### src/rtl/alu_pkg.sv
// Shared definitions for the pipelined ALU: op codes, FSM states and the flag bundle.
package alu_pkg;

   localparam logic [3:0] OP_AND   = 4'b0000;
   localparam logic [3:0] OP_OR    = 4'b0001;
   localparam logic [3:0] OP_ADD   = 4'b0010;
   localparam logic [3:0] OP_XOR   = 4'b0011;
   localparam logic [3:0] OP_SLL   = 4'b0100;
   localparam logic [3:0] OP_SRL   = 4'b0101;
   localparam logic [3:0] OP_SUB   = 4'b0110;
   localparam logic [3:0] OP_PASSB = 4'b0111;
   localparam logic [3:0] OP_SRA   = 4'b1000;
   localparam logic [3:0] OP_SLT   = 4'b1001;
   localparam logic [3:0] OP_SLTU  = 4'b1010;
   localparam logic [3:0] OP_MUL   = 4'b1011;
   localparam logic [3:0] OP_NOR   = 4'b1100;

   typedef enum logic {
      IDLE = 1'b0,
      MUL  = 1'b1
   } alu_state_e;

   typedef struct packed {
      logic zero;
      logic carry;
      logic overflow;
      logic negative;
   } alu_flags_t;

endpackage

### src/rtl/pipelined_alu_if.sv
// Operand/result handshake bundle between operand fetch, the ALU and writeback.
interface pipelined_alu_if #(
   parameter int WIDTH = 64
);
   logic             in_valid;
   logic             in_ready;
   logic [WIDTH-1:0] a;
   logic [WIDTH-1:0] b;
   logic [3:0]       alu_sel;
   logic             out_valid;
   logic             out_ready;
   logic [WIDTH-1:0] result;
   logic             zero;
   logic             carry;
   logic             overflow;
   logic             negative;

   modport master (
      output in_valid, a, b, alu_sel, out_ready,
      input  in_ready, out_valid, result, zero, carry, overflow, negative
   );

   modport slave (
      input  in_valid, a, b, alu_sel, out_ready,
      output in_ready, out_valid, result, zero, carry, overflow, negative
   );
endinterface

### src/rtl/alu_mul_iter.sv
// Iterative shift-add multiplier: one multiplier bit per clock, low WIDTH product bits.
module alu_mul_iter
   import alu_pkg::*;
#(
   parameter int WIDTH = 64
) (
   input  logic             clk,
   input  logic             reset,
   input  logic             start,
   input  logic [WIDTH-1:0] mcand_in,
   input  logic [WIDTH-1:0] mplier_in,
   output logic             done,
   output logic [WIDTH-1:0] product
);
   localparam int CW = $clog2(WIDTH);

   logic             busy_p1;
   logic [CW-1:0]    cnt_p1;
   logic [WIDTH-1:0] mcand_p1;
   logic [WIDTH-1:0] mplier_p1;
   logic [WIDTH-1:0] acc_p1;
   logic [WIDTH-1:0] acc_next;

   // The final iteration's sum is presented directly so the result lands on that same edge.
   assign acc_next = mplier_p1[0] ? acc_p1 + mcand_p1 : acc_p1;
   assign done     = busy_p1 && (cnt_p1 == CW'(WIDTH - 1));
   assign product  = acc_next;

   always_ff @(posedge clk or posedge reset) begin
      if (reset) begin
         busy_p1   <= 1'b0;
         cnt_p1    <= '0;
         mcand_p1  <= '0;
         mplier_p1 <= '0;
         acc_p1    <= '0;
      end else if (start) begin
         busy_p1   <= 1'b1;
         cnt_p1    <= '0;
         mcand_p1  <= mcand_in;
         mplier_p1 <= mplier_in;
         acc_p1    <= '0;
      end else if (busy_p1) begin
         acc_p1    <= acc_next;
         mcand_p1  <= mcand_p1 << 1;
         mplier_p1 <= mplier_p1 >> 1;
         cnt_p1    <= cnt_p1 + 1'b1;
         if (done) busy_p1 <= 1'b0;
      end
   end
endmodule

### src/rtl/pipelined_alu.sv
// Registered ALU with valid/ready handshakes, NZCV-style flags and an iterative MUL.
module pipelined_alu
   import alu_pkg::*;
#(
   parameter  int WIDTH = 64,
   localparam int SHW   = $clog2(WIDTH)
) (
   input logic            clk,
   input logic            reset,
   pipelined_alu_if.slave bus
);
   alu_state_e       state_p, state_d;
   logic             vld_p;
   logic [WIDTH-1:0] result_p;
   alu_flags_t       flags_p;

   logic             accept, mul_start, load_alu, mul_done;
   logic [WIDTH-1:0] mul_prod;
   logic [SHW-1:0]   shamt;
   logic [WIDTH:0]   add_sum, sub_sum;
   logic [WIDTH-1:0] res_d, load_res;
   logic             carry_d, ovf_d;
   alu_flags_t       load_flags;

   assign bus.in_ready = !reset && (state_p == IDLE) && (!vld_p || bus.out_ready);
   assign accept       = bus.in_valid && bus.in_ready;
   assign mul_start    = accept && (bus.alu_sel == OP_MUL);
   assign load_alu     = accept && (bus.alu_sel != OP_MUL);

   assign shamt   = bus.b[SHW-1:0];
   assign add_sum = {1'b0, bus.a} + {1'b0, bus.b};
   assign sub_sum = {1'b0, bus.a} + {1'b0, ~bus.b} + (WIDTH+1)'(1);

   alu_mul_iter #(.WIDTH(WIDTH)) u_mul (
      .clk       (clk),
      .reset     (reset),
      .start     (mul_start),
      .mcand_in  (bus.a),
      .mplier_in (bus.b),
      .done      (mul_done),
      .product   (mul_prod)
   );

   always_comb begin
      res_d   = '0;
      carry_d = 1'b0;
      ovf_d   = 1'b0;
      case (bus.alu_sel)
         OP_AND:   res_d = bus.a & bus.b;
         OP_OR:    res_d = bus.a | bus.b;
         OP_XOR:   res_d = bus.a ^ bus.b;
         OP_NOR:   res_d = ~(bus.a | bus.b);
         OP_PASSB: res_d = bus.b;
         OP_SLL:   res_d = bus.a << shamt;
         OP_SRL:   res_d = bus.a >> shamt;
         OP_SRA:   res_d = $signed(bus.a) >>> shamt;
         OP_SLT:   res_d = {{(WIDTH-1){1'b0}}, ($signed(bus.a) < $signed(bus.b))};
         OP_SLTU:  res_d = {{(WIDTH-1){1'b0}}, (bus.a < bus.b)};
         OP_ADD: begin
            res_d   = add_sum[WIDTH-1:0];
            carry_d = add_sum[WIDTH];
            ovf_d   = (bus.a[WIDTH-1] == bus.b[WIDTH-1]) && (add_sum[WIDTH-1] != bus.a[WIDTH-1]);
         end
         OP_SUB: begin
            res_d   = sub_sum[WIDTH-1:0];
            carry_d = sub_sum[WIDTH];
            ovf_d   = (bus.a[WIDTH-1] != bus.b[WIDTH-1]) && (sub_sum[WIDTH-1] != bus.a[WIDTH-1]);
         end
         default:  res_d = '0;
      endcase
   end

   // mul_done only occurs in MUL state, where no new operand can be accepted.
   always_comb begin
      load_res   = mul_done ? mul_prod : res_d;
      load_flags = '{zero:     (load_res == '0),
                     carry:    !mul_done && carry_d,
                     overflow: !mul_done && ovf_d,
                     negative: load_res[WIDTH-1]};
   end

   always_comb begin
      state_d = state_p;
      case (state_p)
         IDLE: if (mul_start) state_d = MUL;
         MUL:  if (mul_done)  state_d = IDLE;
      endcase
   end

   always_ff @(posedge clk or posedge reset) begin
      if (reset) state_p <= IDLE;
      else       state_p <= state_d;
   end

   // Output stage: holds while stalled, replaced on a simultaneous transfer and accept.
   always_ff @(posedge clk or posedge reset) begin
      if (reset) begin
         vld_p    <= 1'b0;
         result_p <= '0;
         flags_p  <= '0;
      end else if (load_alu || mul_done) begin
         vld_p    <= 1'b1;
         result_p <= load_res;
         flags_p  <= load_flags;
      end else if (vld_p && bus.out_ready) begin
         vld_p    <= 1'b0;
      end
   end

   assign bus.out_valid = vld_p;
   assign bus.result    = result_p;
   assign bus.zero      = flags_p.zero;
   assign bus.carry     = flags_p.carry;
   assign bus.overflow  = flags_p.overflow;
   assign bus.negative  = flags_p.negative;
endmodule
### src/flat_wrapper.sv
// flat-port wrapper written by rule: the top's interface ports become plain ports
module pipelined_alu_flat import alu_pkg::*;
#(
   parameter  int WIDTH = 64,
   localparam int SHW   = $clog2(WIDTH)
)
  (clk, reset, bus_in_valid, bus_a, bus_b, bus_alu_sel, bus_out_ready, bus_in_ready, bus_out_valid, bus_result, bus_zero, bus_carry, bus_overflow, bus_negative);
  pipelined_alu_if #(.WIDTH(WIDTH)) bus_i ();
  input logic clk;
  input logic reset;
  input wire logic [$bits(bus_i.in_valid)-1:0] bus_in_valid;
  input wire logic [$bits(bus_i.a)-1:0] bus_a;
  input wire logic [$bits(bus_i.b)-1:0] bus_b;
  input wire logic [$bits(bus_i.alu_sel)-1:0] bus_alu_sel;
  input wire logic [$bits(bus_i.out_ready)-1:0] bus_out_ready;
  output wire logic [$bits(bus_i.in_ready)-1:0] bus_in_ready;
  output wire logic [$bits(bus_i.out_valid)-1:0] bus_out_valid;
  output wire logic [$bits(bus_i.result)-1:0] bus_result;
  output wire logic [$bits(bus_i.zero)-1:0] bus_zero;
  output wire logic [$bits(bus_i.carry)-1:0] bus_carry;
  output wire logic [$bits(bus_i.overflow)-1:0] bus_overflow;
  output wire logic [$bits(bus_i.negative)-1:0] bus_negative;
  assign bus_i.in_valid = bus_in_valid;
  assign bus_i.a = bus_a;
  assign bus_i.b = bus_b;
  assign bus_i.alu_sel = bus_alu_sel;
  assign bus_i.out_ready = bus_out_ready;
  assign bus_in_ready = bus_i.in_ready;
  assign bus_out_valid = bus_i.out_valid;
  assign bus_result = bus_i.result;
  assign bus_zero = bus_i.zero;
  assign bus_carry = bus_i.carry;
  assign bus_overflow = bus_i.overflow;
  assign bus_negative = bus_i.negative;
  pipelined_alu #(.WIDTH(WIDTH)) u_core (.clk(clk), .reset(reset), .bus(bus_i));
endmodule
### config.mk
export PLATFORM = sky130hd
export DESIGN_NAME = pipelined_alu_flat
export DESIGN_NICKNAME = d
export VERILOG_FILES = /design/src/rtl/alu_pkg.sv /design/src/rtl/pipelined_alu_if.sv /design/src/rtl/alu_mul_iter.sv /design/src/rtl/pipelined_alu.sv /design/src/flat_wrapper.sv
export SDC_FILE = /design/constraint.sdc
export NUM_CORES = 2
export LEC_CHECK = 0
export ABC_AREA = 1
export BUFFER_PORTS_ARGS = -buffer_cell sky130_fd_sc_hd__clkbuf_2
export CAP_MARGIN = 10
export CORE_ASPECT_RATIO = 1.1
export CORE_MARGIN = 2
export CORE_UTILIZATION = 65
export CTS_BUF_LIST = sky130_fd_sc_hd__clkbuf_4 sky130_fd_sc_hd__clkbuf_8
export DETAILED_ROUTE_END_ITERATION = 6
export PLACE_DENSITY = 0.84
export SKIP_LAST_GASP = 1
export SLEW_MARGIN = 40
export SYNTH_ARGS = -nofsm -noshare
export SYNTH_HDL_FRONTEND = slang
export SYNTH_SLANG_ARGS = --single-unit
### constraint.sdc
create_clock -name clk -period 11.1 [get_ports clk]
set_input_delay 1.11 -clock clk [delete_from_list [all_inputs] [get_ports clk]]
set_output_delay 1.11 -clock clk [all_outputs]
set_load 0.01 [all_outputs]
==> results of run 1 <==
[cells in the mapped netlist (all sizes together), types with 15 or more instances]
library cell	count	area share, %
a21oi	303	3.7
ha	259	8.0
a31oi	28	0.43
nand2	2555	24
clkbuf	166	1.5
nor4	15	0.23
buf	167	2.1
o221ai	60	1.3
nand3	1247	15
inv	1049	9.7
o211ai	73	1.3
o21ai	272	3.3
o21bai	28	0.52
o22ai	119	1.8
nand4	78	1.2
a22oi	21	0.39
a211oi	24	0.44
nor2	614	5.7
nor3	79	0.97
dfrtp	268	16
xnor2	16	0.34
[metal layers]
layer	global-route usage, %	GRT overflow
met2	90.3	9
met4	68.6	5
met5	10.6	0
met1	71.4	0
met3	47.2	0
[logic make-up after synthesis]
| group | count (synthesis) |
|---|---|
| buffers and inverters | 1388 |
| AND/OR/NAND/NOR | 4634 |
| flip-flops | 268 |
| XOR/XNOR | 28 |
| AO/OA/AOI/OAI | 950 |
| adder cells (fa/ha/maj) | 262 |
[metrics by stage]
stage	util (%)	setup WS [ps]	cell area [sq um]	hold slack [ps]
CTS	68.8	6010	42800	485
detailed placement	67.2	5380	41800	471
global placement	67.1	5320	41800	460
floorplan	-	2610	40700	434
==> results by group, run 1 <==
Global route
  • Largest net degree at the start of global routing: ~150
  • Grt total ovfl: 14
  • GR Util All Layers: just under 70%
  • Global-route wire length before repair: about 340000 microns
  • Number of global-route vias before repair: ~54000

Floorplanning
  • # rows: 96
  • Die Y: approximately 270 microns
  • Die X-Extent: roughly 240 microns
  • Initial Util: between 60% and 70%
  • I/O pin count: a little over 200

Synthesis
  • Mapped Area: 40700 sq um
  • Sequential-to-total area share from yosys stat: ~16%
  • Commonest register cell after synthesis: dfrtp_1
  • Mux share of post-synthesis cell area: 0%
  • Synth Area in XOR/XNOR: less than 1%
  • Synth Register Bits: approximately 270
  • Mapped Cells: 7530
  • Unique masters post-synth: 48
  • Syn avg cell area: about 5.4 sq um
  • Net Count, Synth: roughly 7900
  • Post-synthesis simple-gate area fraction: a little under half
  • Post-synthesis compound-gate area fraction: approximately 14%
  • Syn. warnings: 0
  • Post-synthesis adder-cell area fraction: approximately 8.1%
  • Post-synth EDFFs: 0
  • Largest family of logic cells by synthesized area: simple AND/OR/NAND/NOR gates
  • Ys async rst share: 100%

Clock network
  • Hold_buf cts: 0
  • TritonCTS buffer count: 48
  • Root buffer cell: clkbuf_8
  • Post-cts sizing count: 0
  • Max clock buf depth: 3
  • Sink Count: around 270
  • Number of setup buffers added after CTS: 0
  • H-tree depth: 2

Status
  • Stopped at: 5_1_grt
  • Stop Error: [ERROR GRT-0116] Global routing finished with congestion. Check the congestion regions in the DRC Viewer.
  • Status: did not finish

Placed design
  • Gpl congestion: about 1.3
  • Dpl cells: 8281
  • HPWL Detailed: ~170000 microns
  • Buffers on Ports: around 200
==> run 2: changes to the inputs <==
Settings changed: CORE_ASPECT_RATIO 1.1 to default, CORE_UTILIZATION 65 to 40, CTS_BUF_LIST sky130_fd_sc_hd__clkbuf_4 sky130_fd_sc_hd__clkbuf_8 to default, PLACE_DENSITY 0.84 to default, PLACE_DENSITY_LB_ADDON from default to 0.15.
==> run 2 against run 1 <==
Synthesized cell count did not move. The flow now finishes, with violations (design-rule violations). Synthesized area is the same.
==> results by group, run 2 <==
Status
  • Status: complete, but fails checks
  • Failing checks: design-rule violations

Synthesis
  • Synth cell count leaders: 2551 x nand2_1, 1245 x nand3_1, 1042 x inv_1
  • Commonest register cell after synthesis: dfrtp_1
  • Share of the synthesized area in the top cell type: roughly a quarter
  • Synth Register Bits: ~270
  • Cell taking the most area after synthesis: nand2_1
  • Leading cell types by total area after synthesis: nand2_1 24%, dfrtp_1 16%, nand3_1 15%
  • Syn. warnings: 0
  • Unique masters post-synth: 48
  • Syn avg cell area: 5.41 sq um
  • Sequential-to-total area share from yosys stat: 16.5%
  • Mapped Area: 40700 sq um
  • Mapped Cells: between 7000 and 8000
  • Ys async rst share: 100%
  • Post-synth EDFFs: 0
  • Cell with the most instances after synthesis: nand2_1
  • Net Count, Synth: approximately 7900

Finish
  • Layout cells sized above 1: 5.27%
  • Most common cell after layout, fill and taps aside: nand2_1
  • Final Util: between 40% and 50%
  • Largest registers: u_core.u_mul.acc_p1 x64, u_core.u_mul.mcand_p1 x64, u_core.u_mul.mplier_p1 x64
  • Area growth, synth to finish: 8.19%
  • Nets: 7909
  • Commonest non-fill, non-tap cells in the layout: 2548 x nand2_1, 1245 x nand3_1, 1033 x inv_1, 607 x nor2_1, 300 x a21oi_1

Hold path
  • HP Class: register to register
  • Hold path depth: 2

Worst setup path
  • Worst Setup EP: u_core.bus.zero
  • Worst Reg-to-Reg Cells: 21
  • CP Class: primary input to register
  • FF-to-FF Start: u_core.u_mul.mcand_p1[19]
  • Critical path arrival: slightly below 6000 ps
  • Crit path capture type: register
  • Critical Path Start Type: primary input
  • Register-to-register setup slack: around 5900 ps
  • Reg-to-Reg End: u_core.bus.zero
  • CP Launch Point: bus_b[1]
  • Required time worst endpoint: between 10000 and 15000 ps
  • Crit Path Max Fanout: a little over 70

Floorplanning
  • Initial Util: roughly 40%
  • Die Y: roughly 320 microns
  • Die X-Extent: between 300 and 400 microns
  • I/O pin count: just over 200
  • Core footprint: 101000 sq um
  • # rows: 117
  • Die ar.: roughly 100000 sq um

Placed design
  • Pre-CTS setup slack: ~5300 ps
  • Buffers on Ports: slightly above 200
  • Gpl congestion: between 1 and 1.5
  • HPWL Detailed: 228000 microns

Power and ir drop
  • Reg power frac: roughly a quarter
  • Leak Pwr: 23.9 nW
  • Clock share of power: between 15 and 20%
  • Net Sw Frac: around 57%
  • PD cells: between 150 and 200 nW/um^2
  • VDD IR max: ~0.22 mV
  • Tot Pwr: ~0.0077 W
  • Int Power: approximately 0.0033 W
  • Gate power share: between 50% and 60%
  • Net Sw Power: approximately 0.0044 W

Timing
  • Final Hold Fails: 0
  • Final min period: between 5000 and 6000 ps
  • PnR worst setup slack: ~5800 ps
  • Worst slew margin: 32.6%
  • Final worst-path cycle share: 47.8%
  • Setup TNS: 0 ps
  • Final setup fails: 0
  • Fmax: between 0.15 and 0.2 GHz
  • Unrepaired setup endpoints after global routing: no
  • Post-Route Skew: ~24 ps
  • Final Max Tran Viols: 0
  • Tightest Pin Transition: roughly 1000 ps

Clock network
  • Max clock buf depth: 3
  • Root buffer cell: clkbuf_16
  • Sink Count: roughly 270
  • Clk_lat worst skew: 650 ps
  • Hold_buf cts: 0
  • Post-cts sizing count: 0
  • TritonCTS buffer count: 39
  • CTS tree: yes
  • H-tree depth: 2
  • Reg clk slew, reported paths: 60 ps
  • Number of setup buffers added after CTS: 0

Global route
  • Largest net degree at the start of global routing: 88
  • GR Util All Layers: approximately 52%
  • Number of global-route vias before repair: about 51000
  • Grt total ovfl: 0
  • Global-route wire length before repair: about 380000 microns
  • Initial antenna violation count: 42

Detailed routing
  • Routed vias: 55759
  • Wire per inst: approximately 31 microns
  • Residual DRC: 4
  • Final ANT Viol Nets: 0
  • Routed WL: ~280000 microns
  • Iter 0 DRT Violations: 8905
  • Via-to-Cell Ratio: ~6.2
  • Initial DRT Pass Iterations: 7

Flow run
  • MaxCap Viol Count: 0
==> run 2: cell counts after synthesis <==
Identical to the previous run, type by type.
==> run 2: cell type report <==
class                   count  area, sq um
well taps                1368         1710
flip-flops and latches    268         6710
clock inverters            20          238
fillers                 11636        57400
inverters                1055         3980
diodes                     21         52.6
multi-input cells        5874        28700
clock buffers              50         1070
repair buffers            273         1590
==> run 2: critical path, cell delays in order <==
cell and delay [ps]:
buf_4 250, inv_4 520, buf_4 710, nand3_1 200, nand3_1 140, nand3_1 110
nand2_1 100, nand2_1 70, nand3_1 310, nand3_1 120, nor3b_1 800, nand3_1 160
a21oi_1 710, nand2_1 110, nor2_1 130, nand2_1 60, nor2_1 110, nand2_1 60
nand2_1 60
==> run 2: cell families after synthesis <==
| group | Yosys count | share of synthesized area [%] |
|---|---|---|
| flip-flops | 268 | 16.5 |
| buffers and inverters | 1388 | 13.3 |
| XOR/XNOR | 28 | 0.602 |
| adder cells (fa/ha/maj) | 262 | 8.10 |
| AND/OR/NAND/NOR | 4634 | 47.8 |
| AO/OA/AOI/OAI | 950 | 13.8 |
==> run 2: power groups by stage <==
stage	logic (W)	registers [W]	clock network (W)
final	0.00441	0.00194	0.00136
after CTS	0.00418	0.00187	0.00135
after global placement	0.00413	0.00188	0
after detailed placement	0.00416	0.00188	0
after global routing	0.00469	0.00193	0.00139
after floorplan	0.00260	0.00162	0
==> run 2: how the worst min path moves through the flow <==
stage,to,startpoint,slack (ps)
finish,u_core.bus.carry,u_core.bus.carry,480
global route,u_core.u_mul.mplier_p1[51],u_core.u_mul.mplier_p1[52],520
CTS,u_core.u_mul.cnt_p1[5],u_core.u_mul.cnt_p1[5],480
detailed placement,u_core.u_mul.cnt_p1[5],u_core.u_mul.cnt_p1[5],470
global placement,u_core.u_mul.cnt_p1[5],u_core.u_mul.cnt_p1[5],450
floorplan,u_core.u_mul.cnt_p1[5],u_core.u_mul.cnt_p1[5],430
==> run 2: per-stage QoR <==
step | std cells | hold WS, ps | instance area [sq um]
after floorplan | 7530 | 434 | 40700
after global placement | 8837 | 452 | 42600
after detailed placement | 8838 | 466 | 42700
after CTS | 8908 | 475 | 44000
after global routing | 8915 | 515 | 44000
final | 8929 | 479 | 44100
==> run 2: per-layer routing <==
metal,vias to the layer above,wire length [microns],GRT usage [%]
li1,24448,-,-
met2,4198,110000,73.7
met5,-,276,0
met3,1077,39600,21.5
met1,25998,102000,61.7
met4,38,27000,42.2
Power figures use the tool's default switching activity.
